<file path="src/rtl/frame_sync_pkg.sv">
`default_nettype none
// ============================================================================
// Module      : frame_sync_pkg
// Description : Shared types and width helpers for the serial frame
//               synchronisation controller.
//               - state_t   : controller state encoding (HUNT/VERIFY/LOCKED)
//               - pos_w()   : width of the in-frame position counter
//               - cnt_w()   : width of a counter that must hold 0..limit
// Revision    : 1.0 - initial release
// ============================================================================
package frame_sync_pkg;

    typedef enum logic [1:0] {
        HUNT   = 2'd0,
        VERIFY = 2'd1,
        LOCKED = 2'd2
    } state_t;

    // Position counter covers FRAME_LEN payload slots plus SYNC_W sync slots.
    function automatic int pos_w(input int frame_len, input int sync_w);
        return $clog2(frame_len + sync_w);
    endfunction

    // A counter that has to reach 'limit' inclusive; never narrower than 1 bit.
    function automatic int cnt_w(input int limit);
        return (limit < 1) ? 1 : $clog2(limit + 1);
    endfunction

endpackage : frame_sync_pkg
`default_nettype wire

</file>
<file path="src/rtl/sync_matcher.sv">
`default_nettype none
// ============================================================================
// Module      : sync_matcher
// Description : Sliding sync-word detector on a 1-bit serial stream.
//               match is combinational on the bit currently offered, so the
//               controller can act on it at the same clock edge that
//               accepts the bit.
// Ports       : clk      - clock
//               rst      - synchronous active-high reset (clears history)
//               in_valid - qualifies in; history only shifts when set
//               in       - serial data bit
//               match    - 1 when the last SYNC_W bits (including in)
//                          equal SYNC_PATTERN
// Revision    : 1.0 - initial release
// ============================================================================
module sync_matcher
    import frame_sync_pkg::*;
#(
    parameter int                SYNC_W       = 4,
    parameter logic [SYNC_W-1:0] SYNC_PATTERN = 4'b1011
) (
    input  logic clk,
    input  logic rst,
    input  logic in_valid,
    input  logic in,
    output logic match
);

    // Only the newest SYNC_W-1 bits of the shift register are ever compared
    // again; the oldest bit would be shifted out without being read, so the
    // history holds SYNC_W-1 bits and the live bit completes the window.
    logic [SYNC_W-2:0] r_hist;
    logic [SYNC_W-1:0] w_window;

    assign w_window = {r_hist, in};
    assign match    = (w_window == SYNC_PATTERN);

    // Runs in every controller state so overlapping patterns are never lost.
    always_ff @(posedge clk) begin
        if (rst) begin
            r_hist <= '0;
        end else if (in_valid) begin
            r_hist <= w_window[SYNC_W-2:0];
        end
    end

endmodule : sync_matcher
`default_nettype wire

</file>
<file path="src/rtl/frame_sync_controller.sv">
`default_nettype none
// ============================================================================
// Module      : frame_sync_controller
// Description : Serial frame-synchronisation controller. Hunts the input
//               stream for a sync word, confirms it over CONFIRM frames,
//               then delivers payload bits with frame markers. Isolated sync
//               errors are flywheeled; MISS_MAX consecutive misses drop lock.
// Ports       : clk           - clock, rising edge
//               rst           - synchronous active-high reset
//               in_valid      - qualifies in; idle cycles change no state
//               in            - serial data bit
//               locked        - 1 while in LOCKED
//               payload_valid - 1-cycle pulse per delivered payload bit
//               payload_bit   - payload data, held when payload_valid=0
//               frame_start   - marks payload bit 0 of each frame
//               sync_lost     - 1-cycle pulse when LOCKED falls to HUNT
//               state_o       - debug view of the state (HUNT/VERIFY/LOCKED)
// Revision    : 1.0 - initial release
// ============================================================================
module frame_sync_controller
    import frame_sync_pkg::*;
#(
    parameter int                SYNC_W       = 4,
    parameter logic [SYNC_W-1:0] SYNC_PATTERN = 4'b1011,
    parameter int                FRAME_LEN    = 8,
    parameter int                CONFIRM      = 2,
    parameter int                MISS_MAX     = 2
) (
    input  logic       clk,
    input  logic       rst,
    input  logic       in_valid,
    input  logic       in,
    output logic       locked,
    output logic       payload_valid,
    output logic       payload_bit,
    output logic       frame_start,
    output logic       sync_lost,
    output logic [1:0] state_o
);

    localparam int POS_W  = pos_w(FRAME_LEN, SYNC_W);
    localparam int GOOD_W = cnt_w(CONFIRM);
    localparam int MISS_W = cnt_w(MISS_MAX);

    // Position of the last sync bit, where the sync word is judged.
    localparam logic [POS_W-1:0]  C_POS_CHECK = POS_W'(FRAME_LEN + SYNC_W - 1);
    // Positions below this value are payload slots.
    localparam logic [POS_W-1:0]  C_POS_PL_END = POS_W'(FRAME_LEN);
    localparam logic [GOOD_W-1:0] C_GOOD_LIM   = GOOD_W'(CONFIRM);
    localparam logic [MISS_W-1:0] C_MISS_LIM   = MISS_W'(MISS_MAX);

    // ------------------------------------------------------------------
    // Sync word detector
    // ------------------------------------------------------------------
    logic w_match;

    sync_matcher #(
        .SYNC_W       (SYNC_W),
        .SYNC_PATTERN (SYNC_PATTERN)
    ) u_sync_matcher (
        .clk      (clk),
        .rst      (rst),
        .in_valid (in_valid),
        .in       (in),
        .match    (w_match)
    );

    // ------------------------------------------------------------------
    // State, counters and output registers
    // ------------------------------------------------------------------
    state_t            r_state,  w_state_nxt;
    logic [POS_W-1:0]  r_pos,    w_pos_nxt;
    logic [GOOD_W-1:0] r_good,   w_good_nxt;
    logic [MISS_W-1:0] r_miss,   w_miss_nxt;
    logic              r_locked, w_locked_nxt;
    logic              r_pv,     w_pv_nxt;
    logic              r_pbit,   w_pbit_nxt;
    logic              r_fs,     w_fs_nxt;
    logic              r_lost,   w_lost_nxt;

    logic              w_at_check;
    logic [POS_W-1:0]  w_pos_adv;
    logic [GOOD_W-1:0] w_good_inc;
    logic [MISS_W-1:0] w_miss_inc;

    assign w_at_check = (r_pos == C_POS_CHECK);
    assign w_pos_adv  = w_at_check ? '0 : (r_pos + 1'b1);
    assign w_good_inc = r_good + 1'b1;
    assign w_miss_inc = r_miss + 1'b1;

    always_ff @(posedge clk) begin
        if (rst) begin
            r_state  <= HUNT;
            r_pos    <= '0;
            r_good   <= '0;
            r_miss   <= '0;
            r_locked <= 1'b0;
            r_pv     <= 1'b0;
            r_pbit   <= 1'b0;
            r_fs     <= 1'b0;
            r_lost   <= 1'b0;
        end else begin
            r_state  <= w_state_nxt;
            r_pos    <= w_pos_nxt;
            r_good   <= w_good_nxt;
            r_miss   <= w_miss_nxt;
            r_locked <= w_locked_nxt;
            r_pv     <= w_pv_nxt;
            r_pbit   <= w_pbit_nxt;
            r_fs     <= w_fs_nxt;
            r_lost   <= w_lost_nxt;
        end
    end

    always_comb begin
        w_state_nxt = r_state;
        w_pos_nxt   = r_pos;
        w_good_nxt  = r_good;
        w_miss_nxt  = r_miss;
        w_pv_nxt    = 1'b0;
        w_pbit_nxt  = r_pbit;
        w_fs_nxt    = 1'b0;
        w_lost_nxt  = 1'b0;

        if (in_valid) begin
            unique case (r_state)
                HUNT: begin
                    // The hit bit is the last sync bit, so the next bit is
                    // payload position 0.
                    if (w_match) begin
                        w_pos_nxt  = '0;
                        w_good_nxt = GOOD_W'(1);
                        if (CONFIRM == 1) begin
                            w_state_nxt = LOCKED;
                            w_miss_nxt  = '0;
                        end else begin
                            w_state_nxt = VERIFY;
                        end
                    end
                end

                VERIFY: begin
                    w_pos_nxt = w_pos_adv;
                    if (w_at_check) begin
                        if (w_match) begin
                            w_good_nxt = w_good_inc;
                            if (w_good_inc == C_GOOD_LIM) begin
                                w_state_nxt = LOCKED;
                                w_miss_nxt  = '0;
                            end
                        end else begin
                            // The failing bit is not rescanned as a hunt hit;
                            // HUNT starts looking from the next bit.
                            w_state_nxt = HUNT;
                        end
                    end
                end

                LOCKED: begin
                    w_pos_nxt = w_pos_adv;
                    if (r_pos < C_POS_PL_END) begin
                        w_pv_nxt   = 1'b1;
                        w_pbit_nxt = in;
                        w_fs_nxt   = (r_pos == '0);
                    end
                    if (w_at_check) begin
                        if (w_match) begin
                            w_miss_nxt = '0;
                        end else if (w_miss_inc == C_MISS_LIM) begin
                            w_state_nxt = HUNT;
                            w_miss_nxt  = '0;
                            w_lost_nxt  = 1'b1;
                        end else begin
                            // Flywheel: keep framing on the expected position.
                            w_miss_nxt = w_miss_inc;
                        end
                    end
                end

                default: begin
                    w_state_nxt = HUNT;
                end
            endcase
        end

        // locked tracks the state the controller is about to enter so it
        // rises and falls on the same edge as the state register.
        w_locked_nxt = (w_state_nxt == LOCKED);
    end

    assign locked        = r_locked;
    assign payload_valid = r_pv;
    assign payload_bit   = r_pbit;
    assign frame_start   = r_fs;
    assign sync_lost     = r_lost;
    assign state_o       = r_state;

endmodule : frame_sync_controller
`default_nettype wire

</file>
<file path="config.mk">
export PLATFORM = sky130hd
export DESIGN_NAME = frame_sync_controller
export DESIGN_NICKNAME = d
export VERILOG_FILES = /design/src/rtl/frame_sync_pkg.sv /design/src/rtl/sync_matcher.sv /design/src/rtl/frame_sync_controller.sv
export SDC_FILE = /design/constraint.sdc
export NUM_CORES = 1
export LEC_CHECK = 0
export CAP_MARGIN = 30
export CELL_PAD_IN_SITES_DETAIL_PLACEMENT = 0
export CELL_PAD_IN_SITES_GLOBAL_PLACEMENT = 1
export CORE_MARGIN = 3
export CORE_UTILIZATION = 30
export CTS_CLUSTER_SIZE = 24
export DETAILED_ROUTE_END_ITERATION = 6
export PLACE_DENSITY = 0.56
export SLEW_MARGIN = 20
export SYNTH_ARGS = -nofsm -noshare
export SYNTH_HDL_FRONTEND = slang
export SYNTH_SLANG_ARGS = --single-unit
export TNS_END_PERCENT = 20
</file>
<file path="constraint.sdc">
create_clock -name clk -period 1.7 [get_ports clk]
set_input_delay 0.51 -clock clk [delete_from_list [all_inputs] [get_ports clk]]
set_output_delay 0.51 -clock clk [all_outputs]
set_load 0.1 [all_outputs]
</file>
==> results.rst, run 1 <==
.. list-table::
   :header-rows: 1

   * - Metric
     - Value
   * - Status
     - complete, no violations
   * - Critical path's slowest cell
     - clkdlybuf4s50_1
   * - Post-layout instance area
     - 1330 um^2
   * - Chip Width
     - 62.8 um
   * - Number of vias per cell after detailed routing
     - 4.86
   * - Count of hold buffers inserted by post-cts repair
     - 0
   * - Antenna Violating Nets Remaining
     - 0
   * - Yosys top cell by area
     - dfxtp_1
   * - Relative area change from synthesis to final layout
     - 37.2%
   * - Area of the core region
     - 2920 um^2
   * - Number of global-route vias before repair
     - 797
   * - Clock tree from TritonCTS
     - yes
   * - Worst Path Class, Setup
     - primary input to register
   * - Setup TNS
     - 0 ns
   * - Internal power of the cells
     - 570 uW
   * - Clk pwr share
     - 36.5%
   * - First drt pass iteration count
     - 3
   * - Count of routing violations after the opening detailed-route iteration
     - 22
   * - Transition time at the pin with the least slew margin
     - 0.287 ns
   * - Reported net switching power
     - 154 uW
   * - Count of vias placed by the detailed router
     - 831
   * - First-pass GRT wire length
     - 3530 um
   * - Final count of pins violating max slew
     - 0
   * - Number of endpoints with negative hold slack in the final report
     - 0
   * - Starting Density
     - 33.1%
   * - Critical Path, Cell by Cell
     - clkdlybuf4s50_1 > inv_1 > a21oi_2 > a311oi_1 > o2111a_1
   * - Reg-to-reg startpoint
     - r_pos[0]
   * - Power density over the cells
     - 545 nW/um^2
   * - Ranking of synthesized cells by area
     - dfxtp_1 37%, ha_1 9.0%, mux2i_1 4.1%, inv_1 3.5%, nor2_1 3.5%
   * - Relative slew slack
     - 80.8%
   * - IR Drop Worst-Case VDD
     - 348 uV
   * - Number of remaining DRC errors
     - 0
   * - Number of clock buffers inserted by TritonCTS
     - 3
   * - Standard cell area after detailed placement
     - 1290 um^2
   * - Input/output buffers
     - 10
   * - Global-route usage over all layers
     - 11.2%
   * - Post-Route WL
     - 2020 um
   * - Placed wire-length estimate
     - 1640 um
   * - Fraction of registers with async set or reset after synthesis
     - 0%
   * - Type of element launching the critical path
     - primary input
   * - Later-pin clock latency in the skew report
     - 0.29 ns
   * - Avg Inst Size Synth
     - 9.31 um^2
   * - Setup slack of the critical path after layout
     - 0.124 ns
   * - Hold Crit Start
     - r_miss[1]
   * - Worst-path clk slew
     - 0.10 ns
   * - Switching part of the total power
     - 21.3%
   * - Total Power Consumption
     - 725 uW
   * - Number of top-level pins
     - 11
   * - Sequential element share of the synthesized area
     - 37.2%
   * - Bufs on Longest Clock Path
     - 2
   * - Number of storage elements in the synthesis netlist
     - 18
   * - Setup repair after global routing missed its margin
     - no
   * - Endpoint arrival time on the critical path
     - 1.81 ns
   * - Diode insertion count for antenna repair
     - 0
   * - Largest driver fanout on the critical path
     - 5
   * - Share of the clock period used by the worst path
     - 92.7%
   * - Antenna violations before repair
     - 0
   * - Type of element capturing the critical path
     - register
   * - Final layout net count
     - 141
   * - Post-synth net total
     - 115
   * - Relative contribution of sequential cells to total power
     - 58.4%
   * - H-tree depth reported by CTS
     - 1
   * - Clk sink count
     - 18
   * - Leakage
     - 0.000526 uW
   * - Setup slack after placement
     - -0.456 ns
   * - Dominant register cell in the synthesized netlist
     - dfxtp_1
   * - Achievable Freq
     - 0.635 GHz
   * - Row cnt
     - 19
   * - Vertical die dimension
     - 62.8 um
   * - Area of the mapped netlist
     - 968 um^2
   * - Root buf cell
     - clkbuf_4
   * - Req. time, crit path
     - 1.94 ns
   * - HP Class
     - register to register
   * - Combinational power share
     - 5.1%
   * - Hold slack
     - 0.493 ns
   * - Share of post-route cells with drive strength above 1
     - 30.2%
   * - Warnings, synthesis
     - 0
   * - Post-Syn Instances
     - 104
   * - Max_cap viols
     - 0
   * - Clock period minus final worst setup slack
     - 1.58 ns
   * - Die area
     - 3950 um^2
   * - Post-synth EDFFs
     - 0
   * - Critical path launch point
     - in_valid
   * - Largest net degree at the start of global routing
     - 11
   * - Weighted congestion at the end of routability-driven global placement
     - 0.711
   * - Maximum clock skew at final layout
     - 0.00392 ns
   * - Number of failing setup endpoints in the final timing report
     - 0
   * - Wire per inst
     - 11.8 um
   * - Distinct cell type count after synthesis
     - 43
   * - Slowest cell delay on critical path
     - 0.48 ns
   * - Grt ovf
     - 0
   * - Area share of the largest cell type after synthesis
     - 37.2%
cell usage in the layout, fill, tap and decap left out, types with 3 or more instances in the layout:
master and n:
dfxtp_1 16, nand2_1 6, a21oi_1 4, clkbuf_4 3, ha_1 5, mux2i_1 4
inv_1 9, buf_12 7, nor2_1 9, buf_4 15, nor3_1 5
metal layers:
metal / wire length (um) / global-route usage (%)
met3: 50 / 2.34
met2: 929 / 17.6
met1: 1020 / 14.3
met4: 22 / 5.79
met5: 0 / 0
flip-flops by register name, summed over array words and instances (netlist names):
| name | flops |
|---|---|
| r_good | 2 |
| r_miss | 2 |
| sync_lost | 1 |
| locked | 1 |
| u_sync_matcher.r_hist | 3 |
| frame_start | 1 |
| r_pos | 4 |
| payload_bit | 1 |
| payload_valid | 1 |
| state_o | 2 |
worst paths after layout:
path	endpoint	slack, ns	depth (start not counted)
min	r_miss[1]	0.49	1
max	locked	0.12	5
max reg2reg	state_o[1]	0.14	5
min reg2reg	r_miss[1]	0.49	1
kinds of logic (layout without fill, tap and decap cells):
| group | count (synthesis) | after routing | synth area share [%] |
|---|---|---|---|
| AOI/OAI and AO/OA | 24 | 24 | 18.9 |
| adders and majority gates | 7 | 7 | 9.04 |
| buffers and inverters | 13 | 38 | 5.94 |
| DFF | 18 | 18 | 37.2 |
| muxes | 5 | 5 | 5.30 |
| and+or+nand+nor | 37 | 37 | 23.6 |
stage by stage:
step,utilization [%],std cells
after floorplan,-,104
after global placement,44.0,167
after detailed placement,44.0,167
after CTS,45.3,171
after global routing,45.4,171
final,45.4,171
power groups by stage:
| stage | logic, uW | registers (uW) | clock network [uW] |
|---|---|---|---|
| detailed placement | 38.0 | 433 | 0 |
| finish | 37.1 | 423 | 264 |
| CTS | 37.3 | 423 | 279 |
| global placement | 38.5 | 433 | 0 |
| global route | 40.2 | 424 | 302 |
| floorplan | 16.3 | 433 | 0 |
critical path, delay by kind of cell:
kind | cells | cell delay (ns)
buffers and inverters | 2 | 0.63
AOI/OAI and AO/OA | 3 | 0.67
Yosys cell counts, drive strengths merged (2+ instances only):
cell type	n
mux2i	4
clkbuf	2
dfxtp	18
a41oi	2
nand2	7
inv	9
ha	7
o21ai	4
and3b	3
nor2	9
buf	2
a31oi	2
nand4b	2
a21oi	5
nor3	6
area by class of cell:
type	count	area, um^2
well taps	42	52.6
flip-flops and latches	18	368
inverters	9	33.8
clock buffers	4	36.3
fillers	284	1600
multi-input cells	73	557
repair buffers	25	282
what timing repair did:
action | 4_1_cts | 5_1_grt
gates resized for setup | 2 | 2
cloned | 0 | 0
endpoints found under the setup margin | 5 | 2
pin swaps | 2 | 1
buffers inserted | 0 | 0
(Power assumes the default switching activity.)
==> run 2: changes to the inputs <==
--- a/config.mk
+++ b/config.mk
@@ -10,7 +10,7 @@
 export CELL_PAD_IN_SITES_GLOBAL_PLACEMENT = 1
 export CORE_MARGIN = 3
 export CORE_UTILIZATION = 30
-export CTS_CLUSTER_SIZE = 24
+export CTS_CLUSTER_DIAMETER = 100
 export DETAILED_ROUTE_END_ITERATION = 6
 export PLACE_DENSITY = 0.56
 export SLEW_MARGIN = 20
==> results of run 2 <==
Same layout as run 1: the final DEF is identical, and so are final timing and power.
==> run 3: changes to the inputs <==
--- a/config.mk
+++ b/config.mk
@@ -12,7 +12,9 @@
 export CORE_UTILIZATION = 30
 export CTS_CLUSTER_DIAMETER = 100
 export DETAILED_ROUTE_END_ITERATION = 6
+export GPL_TIMING_DRIVEN = 0
 export PLACE_DENSITY = 0.56
+export SKIP_CTS_REPAIR_TIMING = 1
 export SLEW_MARGIN = 20
 export SYNTH_ARGS = -nofsm -noshare
 export SYNTH_HDL_FRONTEND = slang
==> results.rst, run 3 (same netlist as run 1, synthesis figures left out) <==
.. list-table::
   :header-rows: 1

   * - Metric
     - Value
   * - Clock period minus final worst setup slack
     - 1.66 ns
   * - First drt pass iteration count
     - 4
   * - Slowest cell delay on critical path
     - 0.54 ns
   * - Clk sink count
     - 18
   * - Largest net degree at the start of global routing
     - 11
   * - Share of post-route cells with drive strength above 1
     - 20.5%
   * - Clock tree from TritonCTS
     - yes
   * - Status
     - complete, no violations
   * - Setup repair after global routing missed its margin
     - yes
   * - Number of global-route vias before repair
     - 708
   * - Later-pin clock latency in the skew report
     - 0.29 ns
   * - Row cnt
     - 19
   * - H-tree depth reported by CTS
     - 1
   * - Maximum clock skew at final layout
     - 0.00897 ns
   * - Antenna violations before repair
     - 0
   * - Largest register by flop count
     - r_pos
   * - Wire per inst
     - 12.5 um
   * - Diode insertion count for antenna repair
     - 0
   * - Chip Width
     - 62.8 um
   * - Number of vias per cell after detailed routing
     - 4.97
   * - HP Class
     - register to register
   * - Relative area change from synthesis to final layout
     - 16.0%
   * - Relative slew slack
     - 64.1%
   * - Vertical die dimension
     - 62.8 um
   * - Critical path's slowest cell
     - clkdlybuf4s50_1
   * - Post-Route WL
     - 2000 um
   * - Count of routing violations after the opening detailed-route iteration
     - 30
   * - Global-route usage over all layers
     - 10.9%
   * - Area of the core region
     - 2920 um^2
   * - First-pass GRT wire length
     - 3430 um
   * - Fillers
     - 315
   * - Power density over the cells
     - 593 nW/um^2
   * - Number of top-level pins
     - 11
   * - Number of failing setup endpoints in the final timing report
     - 0
   * - Placed wire-length estimate
     - 1540 um
   * - Type of element launching the critical path
     - primary input
   * - Final layout net count
     - 129
   * - Antenna Violating Nets Remaining
     - 0
   * - Leakage
     - 0.000442 uW
   * - DP Cell Count
     - 155
   * - Req. time, crit path
     - 1.94 ns
   * - Worst-path clk slew
     - 0.10 ns
   * - Number of remaining DRC errors
     - 0
   * - Leading cell type in the layout, fill and taps excluded
     - dfxtp_1
   * - Grt ovf
     - 0
   * - Max_cap viols
     - 0
   * - Flip-flop count of the largest register after layout
     - 4
   * - Number of clock buffers inserted by TritonCTS
     - 3
   * - Weighted congestion at the end of routability-driven global placement
     - 0.724
   * - Standard cell area after detailed placement
     - 1120 um^2
   * - Critical Path, Cell by Cell
     - clkdlybuf4s50_1 > clkbuf_4 > a41oi_1 > a311oi_2 > o2111a_1
   * - Final cell count without fillers
     - 159
   * - Share of the clock period used by the worst path
     - 97.5%
   * - Type of element capturing the critical path
     - register
   * - Input/output buffers
     - 9
   * - Root buf cell
     - clkbuf_4
   * - Endpoint arrival time on the critical path
     - 1.90 ns
   * - Bufs on Longest Clock Path
     - 2
   * - Die area
     - 3950 um^2
   * - Worst Path Class, Setup
     - primary input to register
   * - Top library cells by usage in the layout, fill and taps aside
     - 16 x dfxtp_1, 9 x inv_1, 9 x nor2_1, 7 x clkbuf_2
   * - Number of endpoints with negative hold slack in the final report
     - 0
   * - Starting Density
     - 33.1%
   * - Transition time at the pin with the least slew margin
     - 0.541 ns
   * - Worst path buffer plus inverter count
     - 2
   * - Cell type group with the largest total delay on the critical path
     - buffers and inverters
   * - Achievable Freq
     - 0.603 GHz
   * - Final count of pins violating max slew
     - 0
   * - Registers with the most flip-flops
     - r_pos: 4 flops, u_sync_matcher.r_hist: 3 flops
   * - Largest driver fanout on the critical path
     - 10
   * - Count of vias placed by the detailed router
     - 790
   * - IR Drop Worst-Case VDD
     - 426 uV
   * - Post-layout instance area
     - 1120 um^2
-- run 3: cell count changes in the layout (fill, tap and decap cells not counted), moves of 3 or more --
cell      before  now
clkbuf_1       0    3
buf_4         15    0
clkbuf_2       0    7
buf_12         7    0
-- run 3: where the power goes --
group	internal (uW)	leakage [uW]	switching, uW
clock network	91.2	0.0000150	124
logic	11.0	0.000281	17.2
registers	421	0.000147	2.35
-- run 3: layer usage --
| metal | track usage [%] | wire length (um) |
|---|---|---|
| met5 | 0 | 0 |
| met4 | 2.48 | 17 |
| met3 | 3.96 | 106 |
| met2 | 16.6 | 896 |
| met1 | 14.5 | 975 |
-- run 3: cell type report --
class                      count  area, um^2  area share (%)
sequential                    18         368            32.7
buffer                         4        26.3            2.34
multi-input combinational     73         559            49.8
inverter                       9        33.8            3.01
clock buffer                   4        26.3            2.34
timing repair buffer           9        57.6            5.12
tap                           42        52.6            4.68
-- run 3: path summary, 6_finish.rpt --
path	start	to	slack, ns	cells past startpoint
max reg2reg	r_pos[0]	locked	0.08	5
min reg2reg	r_miss[1]	r_miss[1]	0.49	1
max	in_valid	locked	0.04	5
min	r_miss[1]	r_miss[1]	0.49	1
-- run 3: metrics by stage --
stage | power (uW) | setup WS [ns] | TNS, ns | utilization, % | hold WS [ns]
floorplan | 449 | 0.0360 | 0 | - | 0.445
global placement | 462 | -0.411 | -5.78 | 38.3 | 0.474
detailed placement | 462 | -0.438 | -5.85 | 38.3 | 0.467
CTS | 688 | -0.638 | -4.51 | 39.2 | 0.489
global route | 709 | -0.105 | -0.234 | 38.4 | 0.500
finish | 667 | 0.0425 | 0 | 38.4 | 0.490
